## src/rtl/gb_interrupt_pkg.sv

```systemverilog
// Shared types and constants for the DMG interrupt controller.
package gb_interrupt_pkg;

    // Interrupt source index. The index is also the IF/IE bit position.
    typedef enum logic [2:0] {
        SRC_VBLANK = 3'd0,
        SRC_STAT   = 3'd1,
        SRC_TIMER  = 3'd2,
        SRC_SERIAL = 3'd3,
        SRC_JOYPAD = 3'd4
    } irq_src_e;

    localparam int unsigned NUM_SRC = 5;

    // Service addresses, one per source, spaced 8 bytes apart.
    localparam logic [15:0] VEC_VBLANK = 16'h0040;
    localparam logic [15:0] VEC_STAT   = 16'h0048;
    localparam logic [15:0] VEC_TIMER  = 16'h0050;
    localparam logic [15:0] VEC_SERIAL = 16'h0058;
    localparam logic [15:0] VEC_JOYPAD = 16'h0060;
    localparam logic [15:0] VEC_NONE   = 16'h0000;

    // Memory-mapped register addresses.
    localparam logic [15:0] ADDR_IF = 16'hFF0F;
    localparam logic [15:0] ADDR_IE = 16'hFFFF;

    // Dispatch FSM: VECTOR is the single cycle in which int_vector_valid is high.
    typedef enum logic {
        ST_IDLE   = 1'b0,
        ST_VECTOR = 1'b1
    } irq_state_e;

    // Service address for a source index.
    function automatic logic [15:0] vector_of(input irq_src_e src);
        logic [15:0] v;
        case (src)
            SRC_VBLANK: v = VEC_VBLANK;
            SRC_STAT:   v = VEC_STAT;
            SRC_TIMER:  v = VEC_TIMER;
            SRC_SERIAL: v = VEC_SERIAL;
            SRC_JOYPAD: v = VEC_JOYPAD;
            default:    v = VEC_NONE;
        endcase
        return v;
    endfunction

endpackage

```

## src/rtl/gb_irq_priority.sv

```systemverilog
// Fixed-priority selector: lowest pending bit index wins.
module gb_irq_priority
    import gb_interrupt_pkg::*;
(
    input  logic [4:0]  active,
    output logic [4:0]  onehot,
    output logic [15:0] vector,
    output logic        any
);

    // Scan from the highest index down so the lowest set bit is the final assignment.
    always_comb begin
        onehot = '0;
        vector = VEC_NONE;
        any    = |active;
        for (int i = NUM_SRC - 1; i >= 0; i--) begin
            if (active[i]) begin
                onehot = 5'd1 << i;
                vector = vector_of(irq_src_e'(i[2:0]));
            end
        end
    end

endmodule

```

## src/rtl/gb_interrupt_controller.sv

```systemverilog
// IF/IE register file, bus decode and interrupt dispatch handshake.
//
// Handshake: the CPU raises int_ack for one cycle while the FSM is IDLE; the
// controller answers with int_vector_valid high for exactly the following
// cycle (VECTOR) and int_vector already updated. There is no back-pressure:
// an int_ack seen during VECTOR is dropped.
module gb_interrupt_controller
    import gb_interrupt_pkg::*;
(
    input  logic        clk,
    input  logic        reset,
    input  logic [7:0]  data_i,
    input  logic [15:0] addr,
    input  logic        wren,
    output logic [7:0]  data_o,
    input  logic        irq_vblank,
    input  logic        irq_stat,
    input  logic        irq_timer,
    input  logic        irq_serial,
    input  logic        irq_joypad,
    input  logic        int_ack,
    output logic        int_pending,
    output logic [15:0] int_vector,
    output logic        int_vector_valid,
    output logic        dbg_state_o
);

    logic [4:0]  if_q, if_d;
    logic [7:0]  ie_q, ie_d;
    logic [15:0] vector_q, vector_d;
    irq_state_e  state_q, state_d;

    logic [4:0]  req;
    logic [4:0]  active;
    logic [4:0]  win_onehot;
    logic [15:0] win_vector;
    logic        win_any;
    logic [4:0]  ack_clr;
    logic        wr_if;
    logic        wr_ie;

    assign req    = {irq_joypad, irq_serial, irq_timer, irq_stat, irq_vblank};
    assign wr_if  = wren && (addr == ADDR_IF);
    assign wr_ie  = wren && (addr == ADDR_IE);
    assign active = ie_q[4:0] & if_q;

    gb_irq_priority u_priority (
        .active (active),
        .onehot (win_onehot),
        .vector (win_vector),
        .any    (win_any)
    );

    // Dispatch FSM next-state: latch the winner on ack and clear its IF bit.
    always_comb begin
        state_d  = state_q;
        vector_d = vector_q;
        ack_clr  = '0;
        case (state_q)
            ST_IDLE: begin
                if (int_ack) begin
                    // An empty winner (nothing pending) yields 0000 and clears nothing.
                    vector_d = win_any ? win_vector : VEC_NONE;
                    ack_clr  = win_onehot;
                    state_d  = ST_VECTOR;
                end
            end
            ST_VECTOR: begin
                state_d = ST_IDLE;
            end
            default: begin
                state_d = ST_IDLE;
            end
        endcase
    end

    // Register next-state: hardware requests override both CPU write and ack clear.
    always_comb begin
        if_d = ((wr_if ? data_i[4:0] : if_q) & ~ack_clr) | req;
        ie_d = wr_ie ? data_i : ie_q;
    end

    // State and register update.
    always_ff @(posedge clk or negedge reset) begin
        if (!reset) begin
            state_q  <= ST_IDLE;
            if_q     <= '0;
            ie_q     <= '0;
            vector_q <= VEC_NONE;
        end else begin
            state_q  <= state_d;
            if_q     <= if_d;
            ie_q     <= ie_d;
            vector_q <= vector_d;
        end
    end

    // Combinational read mux; unused IF bits read as 1.
    always_comb begin
        data_o = 8'hFF;
        if (addr == ADDR_IF) begin
            data_o = {3'b111, if_q};
        end else if (addr == ADDR_IE) begin
            data_o = ie_q;
        end
    end

    assign int_pending      = |active;
    assign int_vector       = vector_q;
    assign int_vector_valid = (state_q == ST_VECTOR);
    assign dbg_state_o      = state_q;

endmodule

```

## config.mk

```make
export PLATFORM = sky130hd
export DESIGN_NAME = gb_interrupt_controller
export DESIGN_NICKNAME = d
export VERILOG_FILES = /design/src/rtl/gb_interrupt_pkg.sv /design/src/rtl/gb_irq_priority.sv /design/src/rtl/gb_interrupt_controller.sv
export SDC_FILE = /design/constraint.sdc
export NUM_CORES = 1
export LEC_CHECK = 0
export CORE_MARGIN = 3
export CORE_UTILIZATION = 38
export CTS_CLUSTER_DIAMETER = 50
export DETAILED_ROUTE_END_ITERATION = 6
export GPL_TIMING_DRIVEN = 0
export PLACE_DENSITY = 0.79
export SLEW_MARGIN = 10
export SYNTH_ARGS = -nofsm -noshare
export SYNTH_HDL_FRONTEND = slang
export SYNTH_SLANG_ARGS = --single-unit
```

## constraint.sdc

```tcl
create_clock -name clk -period 2.4 [get_ports clk]
set_input_delay 0.36 -clock clk [delete_from_list [all_inputs] [get_ports clk]]
set_output_delay 0.36 -clock clk [all_outputs]
set_load 0.02 [all_outputs]
```

==> summary.txt, run 1 <==
Logic synthesis
  • Ys Warns: 0
  • Post-synth ARST share: 100.0%
  • Mapped Area: between 0.001 and 0.0015 mm2
  • Count of different cell masters after synthesis: 33
  • Share of the yosys chip area belonging to registers: roughly two fifths
  • Seq cells post-synth: 18
  • Avg Cell Area, Syn: approximately 11 um2
  • Number of synthesized flops with an enable pin: 0
  • Most used DFF post-synth: dfrtp_1
  • Syn Inst Count: between 100 and 150

Floorplan
  • Starting density of the core: between 40% and 50%
  • Rows: 18
  • Core area: between 0.002 and 0.003 mm2
  • Num ports: 60
  • Die area: between 0.003 and 0.004 mm2
  • Die height: approximately 59 um
  • Die W: 59.28 um

Power
  • Max VDD drop: about 300 uV
  • PwrDens: 342.3 mW/mm2
  • Leakage: between 0.9 and 1 nW

Drt
  • # DRC: 0
  • Drt initial violations: 37
  • Wirelength, routed: 2773 um
  • Met2 wire length: ~1400 um
  • WL met3: 190 um
  • Met1 WL: roughly 1100 um
  • Max Used Layer: met4
  • Via/cell ratio: between 4 and 5
  • DRT antenna net count: 0
  • Routed length per instance: between 10 and 15 um
  • Via count: 991
  • Drt first pass iters: 4

Timing
  • Final Hold Fails: 0
  • Max-Slew Margin vs Limit: approximately 18%
  • RSZ-0062 raised after global routing: false
  • Min Tclk post-route: about 2300 ps
  • Fin. max-slew vios: 0
  • Final WS setup: between 50 and 60 ps
  • Worst slew pin tran: between 1000 and 1500 ps
  • Fmax: 426.0 MHz
  • Final setup vio count: 0
  • Final period util: roughly 98%
  • Worst Hold Slack: 485.3 ps
  • Fin Setup TNS: 0 ps
  • Clk_skew: approximately 2.2 ps

Final layout
  • Nets: 203
  • Ant. Diodes: 0
  • Most frequent cells in the layout: clkdlybuf4s50_1, dfrtp_1, buf_4
  • Layout Utilization: between 60% and 70%
  • Final cell count without fillers: between 150 and 200
  • Commonest non-fill, non-tap cell in the layout: clkdlybuf4s50_1
  • Share of layout cells above drive strength 1: between 20% and 30%
  • Area growth from synthesis to layout: 63.34%

Worst setup path
  • Critical path arrival: approximately 2500 ps
  • CP startpoint kind: input port
  • Worst-path fanout max: 8
  • WS Path Type: input port to flop
  • Crit. End Element: flop
  • WP data required: 2580 ps

Place
  • Dpl ws: -848.4 ps
  • PortBufs: between 40 and 50
  • Hpwl dp: 2163 um
  • Placed cells: 190
  • Placer Congestion: roughly 0.83

Clock network
  • CTS tree: yes
  • Clk Tree Root Cell: clkbuf_4
  • Clock slew at reported path FFs: 100 ps
  • Clock sink count: 18
  • Skew-Pair Late Insertion Delay: just under 300 ps
  • Clock Path Buffers: 2
  • H-tree Lvls: 1
  • CTS Buf Count: 3

GRT
  • Initial antenna violation count: 0
  • Largest net degree at the start of global routing: 19
  • GR Overflow Total: 0
  • First-pass GRT wire length: 4181 um
  • Vias in the first global route: between 900 and 1000
  • GRT Overall Usage: 15.69%

Job
  • Number of max-cap violations: 0

Status
  • Status: complete, no violations

Worst hold path
  • Worst min-delay path class: flop to flop
## stage by stage
stage	cell area, um2	power [W]
floorplan	1120	0.0003569
global placement	1628	0.0004250
detailed placement	1628	0.0004267
CTS	1687	0.0006082
global route	1762	0.0006258
finish	1762	0.0006031
## report_power, final
part           leakage [nW]  internal (W)  switching, W
clock network        0.0210     0.0000924     0.0000920
logic                 0.657     0.0000639     0.0000497
registers             0.224      0.000304   0.000000771
total                 0.902      0.000461      0.000142
## worst max-delay path, cell delays in order
cell and delay (ps):
clkdlybuf4s50_1 460, inv_1 40, nor4_1 1010, nand2_1 250
a311o_1 410
## repair_timing
action	in CTS	in global routing
endpoints found under the setup margin	9	12
cloned	1	0
pin swaps	4	8
endpoints found under the hold margin	0	0
gates resized for setup	49	24
buffers inserted	3	1
hold buffers	0	0
## registers in the layout (all words and copies together) (netlist names)
signal and flops:
ie_q 8, int_vector 4, if_q 5, dbg_state_o 1
## logic make-up after synthesis
family	after synthesis	synth area share [%]
buffers and inverters	19	11.95
and+or+nand+nor	37	21.23
muxes	8	11.14
DFF	18	41.76
AOI/OAI and AO/OA	19	13.57
other	1	0.3477
## final timing paths
kind                                           startpoint                        end  slack, ps  cells past startpoint
max in group asynchronous                           reset        ie_q[6]$_DFFE_PN0P_       1370                      1
worst min register to register  int_vector[5]$_DFFE_PN0P_  int_vector[5]$_DFFE_PN0P_        490                      2
worst max register to register      dbg_state_o$_DFF_PN0_          if_q[4]$_DFF_PN0_        680                      6
worst min-delay path            int_vector[5]$_DFFE_PN0P_  int_vector[5]$_DFFE_PN0P_        490                      2
worst max-delay path                                 wren          if_q[3]$_DFF_PN0_         50                      5
min in group asynchronous                           reset  int_vector[4]$_DFFE_PN0P_        530                      1
## layout make-up
type                       instances  area, um2
fill                             217      828.3
multi-input combinational         76      555.5
timing repair buffer              52      546.8
sequential                        18      450.4
buffer                            16      123.9
tap                               30      37.54
clock buffer                       4      36.28
inverter                           3      11.26
## synth_stat cells, types with 2 or more instances
library cell,instances,area [um2]
dfrtp_1,18,450.4
buf_4,13,97.59
nand2_1,11,41.29
mux2_4,8,120.1
nand4_1,5,31.28
o22a_1,5,43.79
o21ai_0,4,20.02
a311o_1,3,30.03
inv_1,3,11.26
nand3_1,3,15.01
or2_2,3,18.77
a21oi_1,2,10.01
a22oi_1,2,15.01
and2_1,2,12.51
and4_1,2,17.52
## layer usage
metal	GRT usage, %	up-vias
met5	0	-
met3	2.832	4
met2	28.71	43
met1	18.69	459
met4	3.883	0
li1	-	485
Note: power is estimated with default switching activity, not from simulation.
==> run 2, diff against run 1 <==
Settings changed: SLEW_MARGIN 10 to default.
==> results of run 2 <==
Same layout as run 1: the final DEF is identical, and so are final timing and power.
==> run 3, diff against run 2 <==
Settings changed: TNS_END_PERCENT from default to 30.
==> summary.txt, run 3 (synthesis results as in run 1) <==
Timing
  • Fin. max-slew vios: 0 (unchanged)
  • Max-Slew Margin vs Limit: 46.02% (was 17.93%)
  • Worst Hold Slack: 485.4 ps (was 485.3 ps)
  • Fmax: 415.4 MHz (was 426.0 MHz)
  • Final period util: 100.3% (was 97.81%)
  • Final Hold Fails: 0 (unchanged)
  • Min Tclk post-route: 2407 ps (was 2348 ps)
  • Worst slew pin tran: 807.2 ps (was 1220 ps)
  • Final WS setup: -7.059 ps (was 52.46 ps)
  • Clk_skew: 0.9873 ps (was 2.229 ps)
  • RSZ-0062 raised after global routing: true (was false)
  • Final setup vio count: 2 (was 0)

Drt
  • Via count: 970 (was 991)
  • # DRC: 0 (unchanged)
  • DRT antenna net count: 0 (unchanged)
  • Drt first pass iters: 4 (unchanged)
  • Routed length per instance: 13.89 um (was 13.93 um)
  • Wirelength, routed: 2695 um (was 2773 um)
  • Drt initial violations: 22 (was 37)
  • Via/cell ratio: 5.000 (was 4.980)

GRT
  • Vias in the first global route: 902 (was 910)
  • Largest net degree at the start of global routing: 19 (unchanged)
  • GR Overflow Total: 0 (unchanged)
  • GRT Overall Usage: 15.19% (was 15.69%)
  • Initial antenna violation count: 0 (unchanged)
  • First-pass GRT wire length: 4064 um (was 4181 um)

Worst setup path
  • Critical path arrival: 2050 ps (was 2530 ps)
  • Worst-path fanout max: 9 (was 8)
  • WS Path Type: input port to primary output (was input port to flop)
  • CP startpoint kind: input port (unchanged)
  • Crit. End Element: primary output (was flop)
  • WP data required: 2040 ps (was 2580 ps)

Power
  • Max VDD drop: 297.5 uV (was 298.0 uV)
  • PwrDens: 366.9 mW/mm2 (was 342.3 mW/mm2)
  • Leakage: 0.7598 nW (was 0.9020 nW)
  • Total Power: 0.0006060 W (was 0.0006031 W)

Floorplan
  • Die area: 0.003514 mm2 (unchanged)
  • Die W: 59.28 um (unchanged)
  • Num ports: 60 (unchanged)
  • Starting density of the core: 41.64% (unchanged)
  • Core area: 0.002590 mm2 (unchanged)
  • Rows: 18 (unchanged)
  • Die height: 59.28 um (unchanged)

Final layout
  • Final cell count without fillers: 194 (was 199)
  • Layout Utilization: 63.77% (was 68.02%)
  • Area of the multi-input gates: 556.8 um2 (was 555.5 um2)
  • Area growth from synthesis to layout: 53.13% (was 63.34%)
  • Sequential cell area: 450.4 um2 (unchanged)
  • Most frequent cells in the layout: clkdlybuf4s50_1, dfrtp_1, buf_4 (unchanged)
  • Share of layout cells above drive strength 1: 26.22% (was 27.81%)
  • Commonest non-fill, non-tap cell in the layout: clkdlybuf4s50_1 (unchanged)
  • Ant. Diodes: 0 (unchanged)
  • Nets: 198 (was 203)
  • Final-layout fill cell count: 243 (was 217)
  • Register with the most flip-flops: ie_q (unchanged)
  • Max FFs per register: 8 (unchanged)

Clock network
  • Clock slew at reported path FFs: 100 ps (about the same)
  • Skew-Pair Late Insertion Delay: 290 ps (about the same)
  • Post-CTS Hold Buffers: 0 (unchanged)
  • Clock Path Buffers: 2 (unchanged)
  • Clock sink count: 18 (unchanged)
  • Clk Tree Root Cell: clkbuf_4 (unchanged)
  • CTS tree: yes (unchanged)
  • CTS Buf Count: 3 (unchanged)
  • H-tree Lvls: 1 (unchanged)

Place
  • Hpwl dp: 2163 um (unchanged)
  • PortBufs: 47 (unchanged)
  • Dpl ws: -848.4 ps (unchanged)
  • Placed cells: 190 (unchanged)
  • Placer Congestion: 0.8308 (unchanged)

Job
  • Number of max-cap violations: 0 (unchanged)

Status
  • Status: complete, but fails checks (was complete, no violations)
  • Failing checks: setup timing

Worst hold path
  • Worst min-delay path class: flop to flop (unchanged)
[run 3: cell type report]
| cell class | instances | share of cell area, % |
|---|---|---|
| Buffer | 15 | 6.818 |
| Clock buffer | 4 | 2.197 |
| Inverter | 3 | 0.6818 |
| Multi-Input combinational cell | 76 | 33.71 |
| Sequential cell | 18 | 27.27 |
| Tap cell | 30 | 2.273 |
| Timing Repair Buffer | 48 | 27.05 |
[run 3: worst paths after layout]
kind | startpoint | endpoint | slack (ps) | cells past startpoint
worst min register to register | int_vector[5]$_DFFE_PN0P_ | int_vector[5]$_DFFE_PN0P_ | 490 | 2
worst max register to register | dbg_state_o$_DFF_PN0_ | if_q[4]$_DFF_PN0_ | 680 | 6
max in group asynchronous | reset | if_q[1]$_DFF_PN0_ | 1380 | 1
worst max-delay path | addr[15] | data_o[5] | -7 | 5
worst min-delay path | int_vector[5]$_DFFE_PN0P_ | int_vector[5]$_DFFE_PN0P_ | 490 | 2
min in group asynchronous | reset | int_vector[4]$_DFFE_PN0P_ | 530 | 1
[run 3: repair_timing]
action / in CTS / in global routing
setup buffers: 1 / 0
gates cloned: 0 / 0
pin swaps: 2 / 3
gates resized for setup: 36 / 7
endpoints found under the setup margin: 9 / 12
[run 3: stage by stage]
step                      TNS, ps  cell area (um2)
after detailed placement    -7240             1628
after global routing       -324.5             1652
after global placement      -6843             1628
after floorplan                 0             1120
after CTS                  -150.8             1640
final                      -12.10             1652
[run 3: worst max-delay path, stage by stage]
cell             delay (ps)
clkdlybuf4s50_1         460
nand4_1                 150
or4_4                   610
or2_2                   290
buf_2                   160
[run 3: power by group]
part / switching (W) / total (W) / leakage (nW) / internal, W
sequential: 0.000000770 / 0.000305 / 0.224 / 0.000304
clock: 0.0000922 / 0.000185 / 0.0210 / 0.0000924
combinational: 0.0000493 / 0.000116 / 0.515 / 0.0000670
[run 3: metal layers]
layer | GRT usage, % | wire length [um]
met1 | 18.14 | 1060
met2 | 27.61 | 1413
met3 | 2.832 | 197
met4 | 3.883 | 23
met5 | 0 | 0
